===== config.mk =====
export PLATFORM = sky130hd
export DESIGN_NAME = huffman_stream_decoder
export DESIGN_NICKNAME = d
export VERILOG_FILES = /design/src/rtl/huffman_stream_decoder.sv
export SDC_FILE = /design/constraint.sdc
export NUM_CORES = 1
export LEC_CHECK = 0
export CORE_MARGIN = 3
export CORE_UTILIZATION = 60
export CTS_BUF_LIST = sky130_fd_sc_hd__clkbuf_16
export CTS_CLUSTER_SIZE = 16
export DETAILED_ROUTE_END_ITERATION = 8
export PLACE_DENSITY = 0.86
export SETUP_SLACK_MARGIN = 0.05
export SLEW_MARGIN = 10
export SYNTH_ARGS = -nofsm -noshare
export SYNTH_HDL_FRONTEND = slang
export SYNTH_SLANG_ARGS = --single-unit

===== constraint.sdc =====
create_clock -name clk -period 3.6 [get_ports clk]
set_clock_uncertainty 0.1 [all_clocks]
set_input_delay 1.08 -clock clk [delete_from_list [all_inputs] [get_ports clk]]
set_output_delay 1.08 -clock clk [all_outputs]
set_load 0.05 [all_outputs]

===== src/rtl/huffman_stream_decoder.sv =====
`timescale 1ns/1ps
// huffman_stream_decoder
// Table-driven serial Huffman decoder. Bits arrive MSB-first, one per cycle.
// The accumulated prefix is matched against a run-time-loadable codeword
// table. Decoded symbols leave through a registered valid/ready output.
// Prefixes that match nothing within MAX_LEN bits are flagged and counted.
//
// Optional build macro: HUFFMAN_DEFAULT_TABLE_EN. When it is defined, reset
// preloads entries 0..5 with the legacy six-symbol code
// (00->1, 01->2, 10->3, 110->4, 111000->5, 111001->6).
// When it is undefined, every entry resets to len=0 (disabled).
//
// Handshakes:
//   in/in_valid/in_ready     : a bit transfers on a cycle with in_valid & in_ready.
//   sym_out/sym_valid/sym_ready : a symbol transfers on a cycle with
//                              sym_valid & sym_ready. sym_valid stays high and
//                              sym_out stays stable until that transfer.
//
// Ports:
//   clk        rising-edge clock
//   rst        asynchronous active-low reset
//   in         serial code bit
//   in_valid   in carries a bit this cycle
//   in_ready   decoder can take a bit this cycle
//   cfg_we     table write strobe (also flushes the partial prefix)
//   cfg_idx    table entry index
//   cfg_len    codeword length; 0 disables the entry
//   cfg_code   codeword, right-aligned
//   cfg_sym    symbol value for the entry
//   sym_out    decoded symbol
//   sym_valid  sym_out holds an undelivered symbol
//   sym_ready  consumer accepts sym_out
//   err        one-cycle pulse: no match within MAX_LEN bits
//   err_cnt    saturating count of err events
//   dbg_state  FSM state (0 = IDLE, 1 = ACCUM)
module huffman_stream_decoder #(
  parameter int NUM_SYM = 8,
  parameter int MAX_LEN = 8,
  parameter int SYM_W   = 6,
  localparam int IDX_W  = $clog2(NUM_SYM),
  localparam int LEN_W  = $clog2(MAX_LEN + 1),
  localparam int CNT_W  = $clog2(MAX_LEN)
) (
  input  logic               clk,
  input  logic               rst,
  input  logic               in,
  input  logic               in_valid,
  output logic               in_ready,
  input  logic               cfg_we,
  input  logic [IDX_W-1:0]   cfg_idx,
  input  logic [LEN_W-1:0]   cfg_len,
  input  logic [MAX_LEN-1:0] cfg_code,
  input  logic [SYM_W-1:0]   cfg_sym,
  output logic [SYM_W-1:0]   sym_out,
  output logic               sym_valid,
  input  logic               sym_ready,
  output logic               err,
  output logic [15:0]        err_cnt,
  output logic [0:0]         dbg_state
);

  localparam logic [0:0] ST_IDLE  = 1'b0;
  localparam logic [0:0] ST_ACCUM = 1'b1;

  logic [LEN_W-1:0]   len_tab  [NUM_SYM];
  logic [MAX_LEN-1:0] code_tab [NUM_SYM];
  logic [SYM_W-1:0]   sym_tab  [NUM_SYM];

  logic [MAX_LEN-1:0] acc;
  logic [CNT_W-1:0]   cnt;

  logic               accept;
  logic [LEN_W-1:0]   l_len;
  logic [MAX_LEN-1:0] cand;
  logic [MAX_LEN-1:0] mask;
  logic               at_max;
  logic               hit;
  logic [SYM_W-1:0]   hit_sym;

  // A table write takes the cycle, so no bit can slip in while the prefix flushes.
  assign in_ready  = (!sym_valid | sym_ready) & !cfg_we;
  assign accept    = in_valid & in_ready;
  assign l_len     = LEN_W'(cnt) + LEN_W'(1);
  // acc only ever holds cnt significant bits; its upper bits stay zero.
  assign cand      = {acc[MAX_LEN-2:0], in};
  assign at_max    = (l_len == LEN_W'(MAX_LEN));
  assign dbg_state = (cnt == '0) ? ST_IDLE : ST_ACCUM;

  always_comb begin
    mask = '0;
    for (int b = 0; b < MAX_LEN; b++) begin
      mask[b] = (b < int'(l_len));
    end
  end

  // Scan from the top index down so the lowest matching index is written last.
  always_comb begin
    hit     = 1'b0;
    hit_sym = '0;
    for (int i = NUM_SYM - 1; i >= 0; i--) begin
      if ((len_tab[i] != '0) && (len_tab[i] == l_len) &&
          (((code_tab[i] ^ cand) & mask) == '0)) begin
        hit     = 1'b1;
        hit_sym = sym_tab[i];
      end
    end
  end

  // Codeword table
  always_ff @(posedge clk or negedge rst) begin
    if (!rst) begin
      for (int i = 0; i < NUM_SYM; i++) begin
        len_tab[i]  <= '0;
        code_tab[i] <= '0;
        sym_tab[i]  <= '0;
      end
`ifdef HUFFMAN_DEFAULT_TABLE_EN
      len_tab[0] <= LEN_W'(2); code_tab[0] <= MAX_LEN'(2'b00);     sym_tab[0] <= SYM_W'(1);
      len_tab[1] <= LEN_W'(2); code_tab[1] <= MAX_LEN'(2'b01);     sym_tab[1] <= SYM_W'(2);
      len_tab[2] <= LEN_W'(2); code_tab[2] <= MAX_LEN'(2'b10);     sym_tab[2] <= SYM_W'(3);
      len_tab[3] <= LEN_W'(3); code_tab[3] <= MAX_LEN'(3'b110);    sym_tab[3] <= SYM_W'(4);
      len_tab[4] <= LEN_W'(6); code_tab[4] <= MAX_LEN'(6'b111000); sym_tab[4] <= SYM_W'(5);
      len_tab[5] <= LEN_W'(6); code_tab[5] <= MAX_LEN'(6'b111001); sym_tab[5] <= SYM_W'(6);
`endif
    end else if (cfg_we && (int'(cfg_idx) < NUM_SYM)) begin
      len_tab[cfg_idx]  <= cfg_len;
      code_tab[cfg_idx] <= cfg_code;
      sym_tab[cfg_idx]  <= cfg_sym;
    end
  end

  // Prefix accumulator, output register and error counter
  always_ff @(posedge clk or negedge rst) begin
    if (!rst) begin
      acc       <= '0;
      cnt       <= '0;
      sym_out   <= '0;
      sym_valid <= 1'b0;
      err       <= 1'b0;
      err_cnt   <= '0;
    end else begin
      err <= 1'b0;
      // Delivery first; a match below in the same cycle re-asserts sym_valid.
      if (sym_valid && sym_ready) begin
        sym_valid <= 1'b0;
      end
      if (cfg_we) begin
        acc <= '0;
        cnt <= '0;
      end else if (accept) begin
        if (hit) begin
          sym_out   <= hit_sym;
          sym_valid <= 1'b1;
          acc       <= '0;
          cnt       <= '0;
        end else if (at_max) begin
          err <= 1'b1;
          acc <= '0;
          cnt <= '0;
          if (err_cnt != 16'hFFFF) begin
            err_cnt <= err_cnt + 16'd1;
          end
        end else begin
          acc <= cand;
          cnt <= CNT_W'(l_len);
        end
      end
    end
  end

endmodule


==> results of run 1 <==
-- worst max-delay path, cell delays in order, from the launching register on --
cell	delay, ps
dfrtp_1	490
inv_1	100
ha_1	330
xor2_1	170
a211o_1	280
a2111o_1	410
or4b_1	600
or3_1	360
a31o_2	250
a31oi_1	150
o22ai_1	100
-- layer usage --
layer	wire, um	vias up	track usage
met2	10900	319	0.474
met5	0	-	0
met1	10100	3251	0.414
met3	1990	41	0.0723
met4	431	0	0.0915
li1	-	2814	-
-- logic make-up (layout without fill, tap and decap cells) --
group                      Yosys count  after routing
AOI/OAI and AO/OA                  109            109
xor gates and xnor gates           101            101
adders and majority gates            3              3
buffers and inverters               51            132
DFF                                178            178
muxes                              145            145
and+or+nand+nor                    160            160
-- cell usage in the layout, fill, tap and decap left out, types with 10 or more instances in the layout --
cell type	instances
xnor2_1	53
nand3_1	20
inv_1	10
clkbuf_16	17
a31oi_1	12
clkdlybuf4s50_1	49
dfrtp_1	178
nand2_1	41
a21oi_1	24
nor2_1	23
nand4_1	11
buf_4	36
o22ai_1	15
xor2_1	47
mux2_2	144
o21ai_0	22
and3_1	12
nor3_1	13
-- sequential cells by signal, summed over array words and instances (netlist names) --
name	count
code_tab	64
cnt	3
sym_out	6
len_tab	32
sym_valid	1
acc	7
sym_tab	48
err_cnt	16
err	1
-- power breakdown --
group	internal [mW]	switching, mW
sequential	2.42	0.339
clock	1.07	0.770
combinational	0.991	1.20
total	4.48	2.31
-- cell type report --
type                            instances  area (sq um)  share of cell area
Clock buffer                           17           425              0.0409
Clock inverter                         14           150              0.0144
Inverter                                7          26.3             0.00252
Multi-Input combinational cell        518          4200               0.404
Sequential cell                       178          4450               0.428
Tap cell                              180           225              0.0216
Timing Repair Buffer                   94           925              0.0888
-- stage by stage --
| step | instances | utilization | power [mW] | instance area, sq um | hold slack (ps) |
|---|---|---|---|---|---|
| floorplan | 747 | - | 4.11 | 8830 | 372 |
| global placement | 977 | 0.692 | 4.80 | 9800 | 375 |
| detailed placement | 977 | 0.692 | 4.89 | 9800 | 384 |
| CTS | 1008 | 0.734 | 6.75 | 10400 | 396 |
| global route | 1008 | 0.736 | 7.08 | 10400 | 418 |
| finish | 1008 | 0.736 | 6.79 | 10400 | 398 |
-- how the worst min path moves through the flow --
stage	from	to	slack [ps]	cells after the start
2_1_floorplan	sym_tab[22]	sym_tab[22]	370	1
3_3_place_gp	err_cnt[8]	err_cnt[8]	380	1
3_5_place_dp	err_cnt[8]	err_cnt[8]	380	1
4_1_cts	err_cnt[15]	err_cnt[15]	400	1
5_1_grt	err_cnt[8]	err_cnt[8]	420	1
6_report	err_cnt[8]	err_cnt[8]	400	1
-- timing repair --
item,4_1_cts,5_1_grt
endpoints found under the hold margin,0,0
resized for setup,2,6
setup buffers,0,0
endpoints found under the setup margin,16,12
==> summary.txt, run 1 <==
Route
  – DRT Wirelength: between 20,000 and 25,000 um
  – WL/cell: 23.3 um
  – Initial DRC count: between 700 and 800
  – Residual DRC count: 0
  – Vias: 6,425
  – Vias per cell: 6.37
  – ANT nets after route: 0
  – Drt first pass iters: 5

Synthesis
  – Mean Syn Cell Area: 11.8 sq um
  – Post-synthesis xor/xnor area fraction: 0.101
  – Proportion of netlist area held by the largest area contributor: 0.504
  – Commonest cells in the netlist: 178 x dfrtp_1, 144 x mux2_2, 53 x xnor2_1
  – Simple-gate portion of the synthesized area: 0.0994
  – Post-Synthesis Cells: 747
  – Largest cells by area after synthesis: dfrtp_1 50%, mux2_2 18%, xnor2_1 5.3%
  – Yosys cell types: 59
  – Top FF cell, synth: dfrtp_1
  – Compound-Gate Fraction of Synth Area: 0.0803
  – Post-synth EDFFs: 0
  – Synth area leader: dfrtp_1
  – Syn Nets: 777
  – Post-synth ARST share: 1.00
  – Sequential cell area fraction in the yosys report: 0.504
  – FF+latch count, synth: approximately 180
  – Cell area after synthesis: 8830 sq um
  – Dominant cell by count in the synthesized netlist: dfrtp_1
  – Yosys Warn Count: 0
  – Adder-Cell Fraction of Synth Area: 0.00425
  – Mux cell area share after synthesis: 0.185
  – Main combinational cell family by area after synthesis: multiplexers

Setup path
  – Crit end category: flip-flop
  – Worst R2R Setup Slack: roughly 140 ps
  – FF-to-FF Start: cnt[0]
  – Crit-path max FO: 6
  – Reg2reg end: sym_out[4]
  – Critical Path RT: about 3800 ps
  – Reg2Reg Depth: 10
  – WS Path Type: reg2reg
  – Worst Setup EP: sym_out[4]
  – Worst EP arrival: 3680 ps
  – Worst setup path startpoint: cnt[0]
  – CP Launch Type: flip-flop

Placement
  – Port bufs: 52
  – Dpl ws: -215 ps
  – DP Wirelength: about 16,000 um
  – Routability cong.: around 0.94

CTS
  – Clock sinks: roughly 180
  – CTS tree: built
  – Clock Latency Late Sink: ~440 ps
  – Reg clk slew, reported paths: 70 ps
  – CTS Buffer Depth: 2
  – CTS buffer count: 17
  – Post-CTS Hold Fix Bufs: 0
  – Depth of the CTS H-tree: 4
  – Root Driver: clkbuf_16

Timing
  – Setup ws final: between 100 and 150 ps
  – Final-report setup violation count: 0
  – Final hold vios: 0
  – Worst-Margin Slew: between 900 and 1000 ps
  – Unrepaired setup endpoints after global routing: false
  – Tmin final: about 3500 ps
  – Final Cycle Share: 0.962
  – Total negative slack: 0 ps
  – Slew Limit Fails: 0
  – FMAX: ~290 MHz
  – Slew headroom: 0.382

Power and ir drop
  – Peak VDD IR: between 0.0004 and 0.0005 V
  – PwrDens: approximately 650 nW/um^2
  – LEAKAGE: 4.53 nW

Cells and area
  – NumNets Final: around 850
  – Share of cells above drive strength 1: 0.281
  – # fillers: a little over 900
  – Area delta synth->final: 17.8%
  – Ant. Diodes: 0

Die
  – Placeable Area: around 14,000 sq um
  – Die Y: 127 um
  – # IOs: 53
  – Initial Util: 0.624
  – Die area: about 16,000 sq um
  – Row count: 43
  – Die X: roughly 130 um

Global route
  – First-pass GRT wire length: 37,500 um
  – GRT Resource Usage Total: 0.300
  – Vias in the first global route: 6,661
  – Gr ovfl total: 0
  – Initial antenna violation count: 0
  – Pin count of the biggest net entering global routing: 76

Run
  – Max-cap violations: 0

Hold path
  – Type of the worst min-delay path: reg2reg

Run status
  – Status: finished, final reports clean
Power figures use the tool's default switching activity.
==> inputs of run 2 (changes only) <==
--- a/config.mk
+++ b/config.mk
@@ -5,12 +5,13 @@
 export SDC_FILE = /design/constraint.sdc
 export NUM_CORES = 1
 export LEC_CHECK = 0
+export CAP_MARGIN = 20
 export CORE_MARGIN = 3
-export CORE_UTILIZATION = 60
+export CORE_UTILIZATION = 64
 export CTS_BUF_LIST = sky130_fd_sc_hd__clkbuf_16
 export CTS_CLUSTER_SIZE = 16
 export DETAILED_ROUTE_END_ITERATION = 8
-export PLACE_DENSITY = 0.86
+export PLACE_DENSITY = 0.91
 export SETUP_SLACK_MARGIN = 0.05
 export SLEW_MARGIN = 10
 export SYNTH_ARGS = -nofsm -noshare
==> constraint.sdc (replaced) <==
create_clock -name clk -period 4.5 [get_ports clk]
set_clock_uncertainty 0.1 [all_clocks]
set_input_delay 1.35 -clock clk [delete_from_list [all_inputs] [get_ports clk]]
set_output_delay 1.35 -clock clk [all_outputs]
set_load 0.05 [all_outputs]
==> summary.txt, run 2 (synthesis gave the netlist of run 1 again) <==
Run status
  – Status: finished, final reports clean

CTS
  – PostCTS Resize Cnt: 0 (-2)
  – CTS tree: built
  – Depth of the CTS H-tree: 4 (unchanged)
  – Post-CTS Hold Fix Bufs: 0 (unchanged)
  – Reg clk slew, reported paths: 70 ps (about the same)
  – Clock Latency Late Sink: 440 ps (about the same)
  – CTS Buffer Depth: 2 (unchanged)
  – Root Driver: clkbuf_16
  – CTS buffer count: 17 (unchanged)
  – Postcts setup bufs: 0 (unchanged)
  – Clock sinks: 178 (unchanged)

Die
  – Placeable Area: 13,300 sq um (-5.7%)
  – Initial Util: 0.662 (+0.0375)
  – Die X: 123 um (-3.0%)
  – Row count: 42 (-2.3%)
  – # IOs: 53 (unchanged)
  – Die area: 15,200 sq um (-6.0%)
  – Die Y: 123 um (-3.0%)

Hold path
  – Type of the worst min-delay path: reg2reg

Route
  – Residual DRC count: 0 (unchanged)
  – WL/cell: 24.3 um (+4.4%)
  – ANT nets after route: 0 (unchanged)
  – Vias per cell: 6.56 (+3.0%)
  – Drt first pass iters: 5 (unchanged)
  – Initial DRC count: 968 (+26%)
  – Vias: 6,517 (+1.4%)
  – DRT Wirelength: 24,200 um (+2.8%)

Power and ir drop
  – Sequential Power Share: 0.409 (+0.003)
  – PwrDens: 530 nW/um^2 (-19%)
  – P_sw: 1.88 mW (-19%)
  – Switching Fraction: 0.346 (+0.00533)
  – Internal power: 3.55 mW (-21%)
  – Clock network fraction of design power: 0.276 (+0.005)
  – Peak VDD IR: 0.000392 V (-4.0%)
  – LEAKAGE: 4.43 nW (-2.2%)
  – Logic pwr share: 0.315 (-0.008)

Setup path
  – Critical Path RT: 3050 ps (-760 ps)
  – Crit-path max FO: 8 (+2)
  – Worst EP arrival: 2510 ps (-1170 ps)
  – CP Launch Type: primary input
  – Crit end category: output port
  – WS Path Type: in2out

Cells and area
  – Top reg by flops: code_tab
  – Share of cells above drive strength 1: 0.269 (-0.0121)
  – Max reg flops: 64 (unchanged)
  – Ant. Diodes: 0 (unchanged)
  – Area delta synth->final: 15.9%
  – Most common cell after layout, fill and taps aside: dfrtp_1
  – Commonest cells after routing, fill and taps aside: 178 x dfrtp_1, 144 x mux2_2, 53 x xnor2_1
  – NumNets Final: 835 (-1.3%)
  – Biggest regs: code_tab (64), sym_tab (48), len_tab (32)

Placement
  – Dpl ws: 309 ps (+525 ps)
  – Routability cong.: 0.948 (+0.38%)
  – Port bufs: 52 (unchanged)
  – DP Wirelength: 16,300 um (+2.4%)

Timing
  – Final Cycle Share: 0.880
  – Total negative slack: 0 ps (unchanged)
  – Unrepaired setup endpoints after global routing: false
  – Setup ws final: 539 ps (+404 ps)
  – Slew Limit Fails: 0 (unchanged)
  – Slew headroom: 0.377 (-0.00495)
  – Final-report setup violation count: 0 (unchanged)
  – FMAX: between 200 and 300 MHz
  – Final hold vios: 0 (unchanged)
  – Tmin final: a little under 4000 ps
  – Worst-Margin Slew: 911 ps (-12.7 ps)

Global route
  – Initial antenna violation count: 0 (unchanged)
  – Vias in the first global route: 6,611 (-0.75%)
  – GRT Resource Usage Total: 0.334 (+0.0343)
  – Pin count of the biggest net entering global routing: 100 (+32%)
  – Gr ovfl total: 0 (unchanged)
  – First-pass GRT wire length: 37,600 um (+0.37%)

Run
  – Max-cap violations: 0 (unchanged)
==> run 2: cell types whose count changed in the layout (fill, tap and decap cells not counted), moves of 2 or more <==
cell and delta:
a2111oi_0 +2, a2111oi_2 -2, buf_12 -5, buf_4 -6
clkinv_2 -2, clkinv_4 +4, inv_1 -2
==> run 2: cell type report <==
class / instances / area [sq um]
fillers: 836 / 3110
inverters: 7 / 26.3
well taps: 176 / 220
multi-input cells: 518 / 4170
flip-flops and latches: 178 / 4450
clock inverters: 14 / 168
clock buffers: 17 / 425
repair buffers: 83 / 777
==> run 2: power groups by stage <==
stage	Combinational [mW]	Sequential [mW]	Clock, mW
after floorplan	1.05	2.24	0
after global placement	1.60	2.20	0
after detailed placement	1.65	2.23	0
after CTS	1.68	2.21	1.51
after global routing	1.81	2.26	1.58
final	1.71	2.22	1.50
==> run 2: through the flow <==
| stage | hold slack [ps] | utilization | cells | cell area, sq um | total power [mW] |
|---|---|---|---|---|---|
| finish | 401 | 0.767 | 993 | 10200 | 5.43 |
| global route | 417 | 0.767 | 993 | 10200 | 5.65 |
| CTS | 400 | 0.767 | 993 | 10200 | 5.39 |
| detailed placement | 389 | 0.723 | 962 | 9650 | 3.88 |
| global placement | 374 | 0.723 | 962 | 9650 | 3.80 |
| floorplan | 372 | - | 747 | 8830 | 3.29 |
==> run 2: final timing paths <==
kind | from | endpoint | slack, ps | cells past startpoint
max reg2reg | cnt[0] | sym_out[3] | 550 | 13
max in group asynchronous | rst | sym_tab[9] | 2670 | 2
min reg2reg | err_cnt[15] | err_cnt[15] | 400 | 1
min | err_cnt[15] | err_cnt[15] | 400 | 1
max | cfg_we | in_ready | 540 | 3
min in group asynchronous | rst | len_tab[9] | 740 | 1
==> run 2: per-layer routing <==
metal / vias up / routed length (um) / part of all wire / GRT usage
li1: 2777 / - / - / -
met1: 3242 / 9890 / 0.41 / 0.469
met2: 414 / 11000 / 0.45 / 0.494
met3: 84 / 2420 / 0.10 / 0.0837
met4: 0 / 909 / 0.038 / 0.147
met5: - / 0 / 0 / 0
==> run 2: critical path: stages <==
cell and delay (ps):
clkdlybuf4s50_1 570, a21oi_1 390, buf_12 190
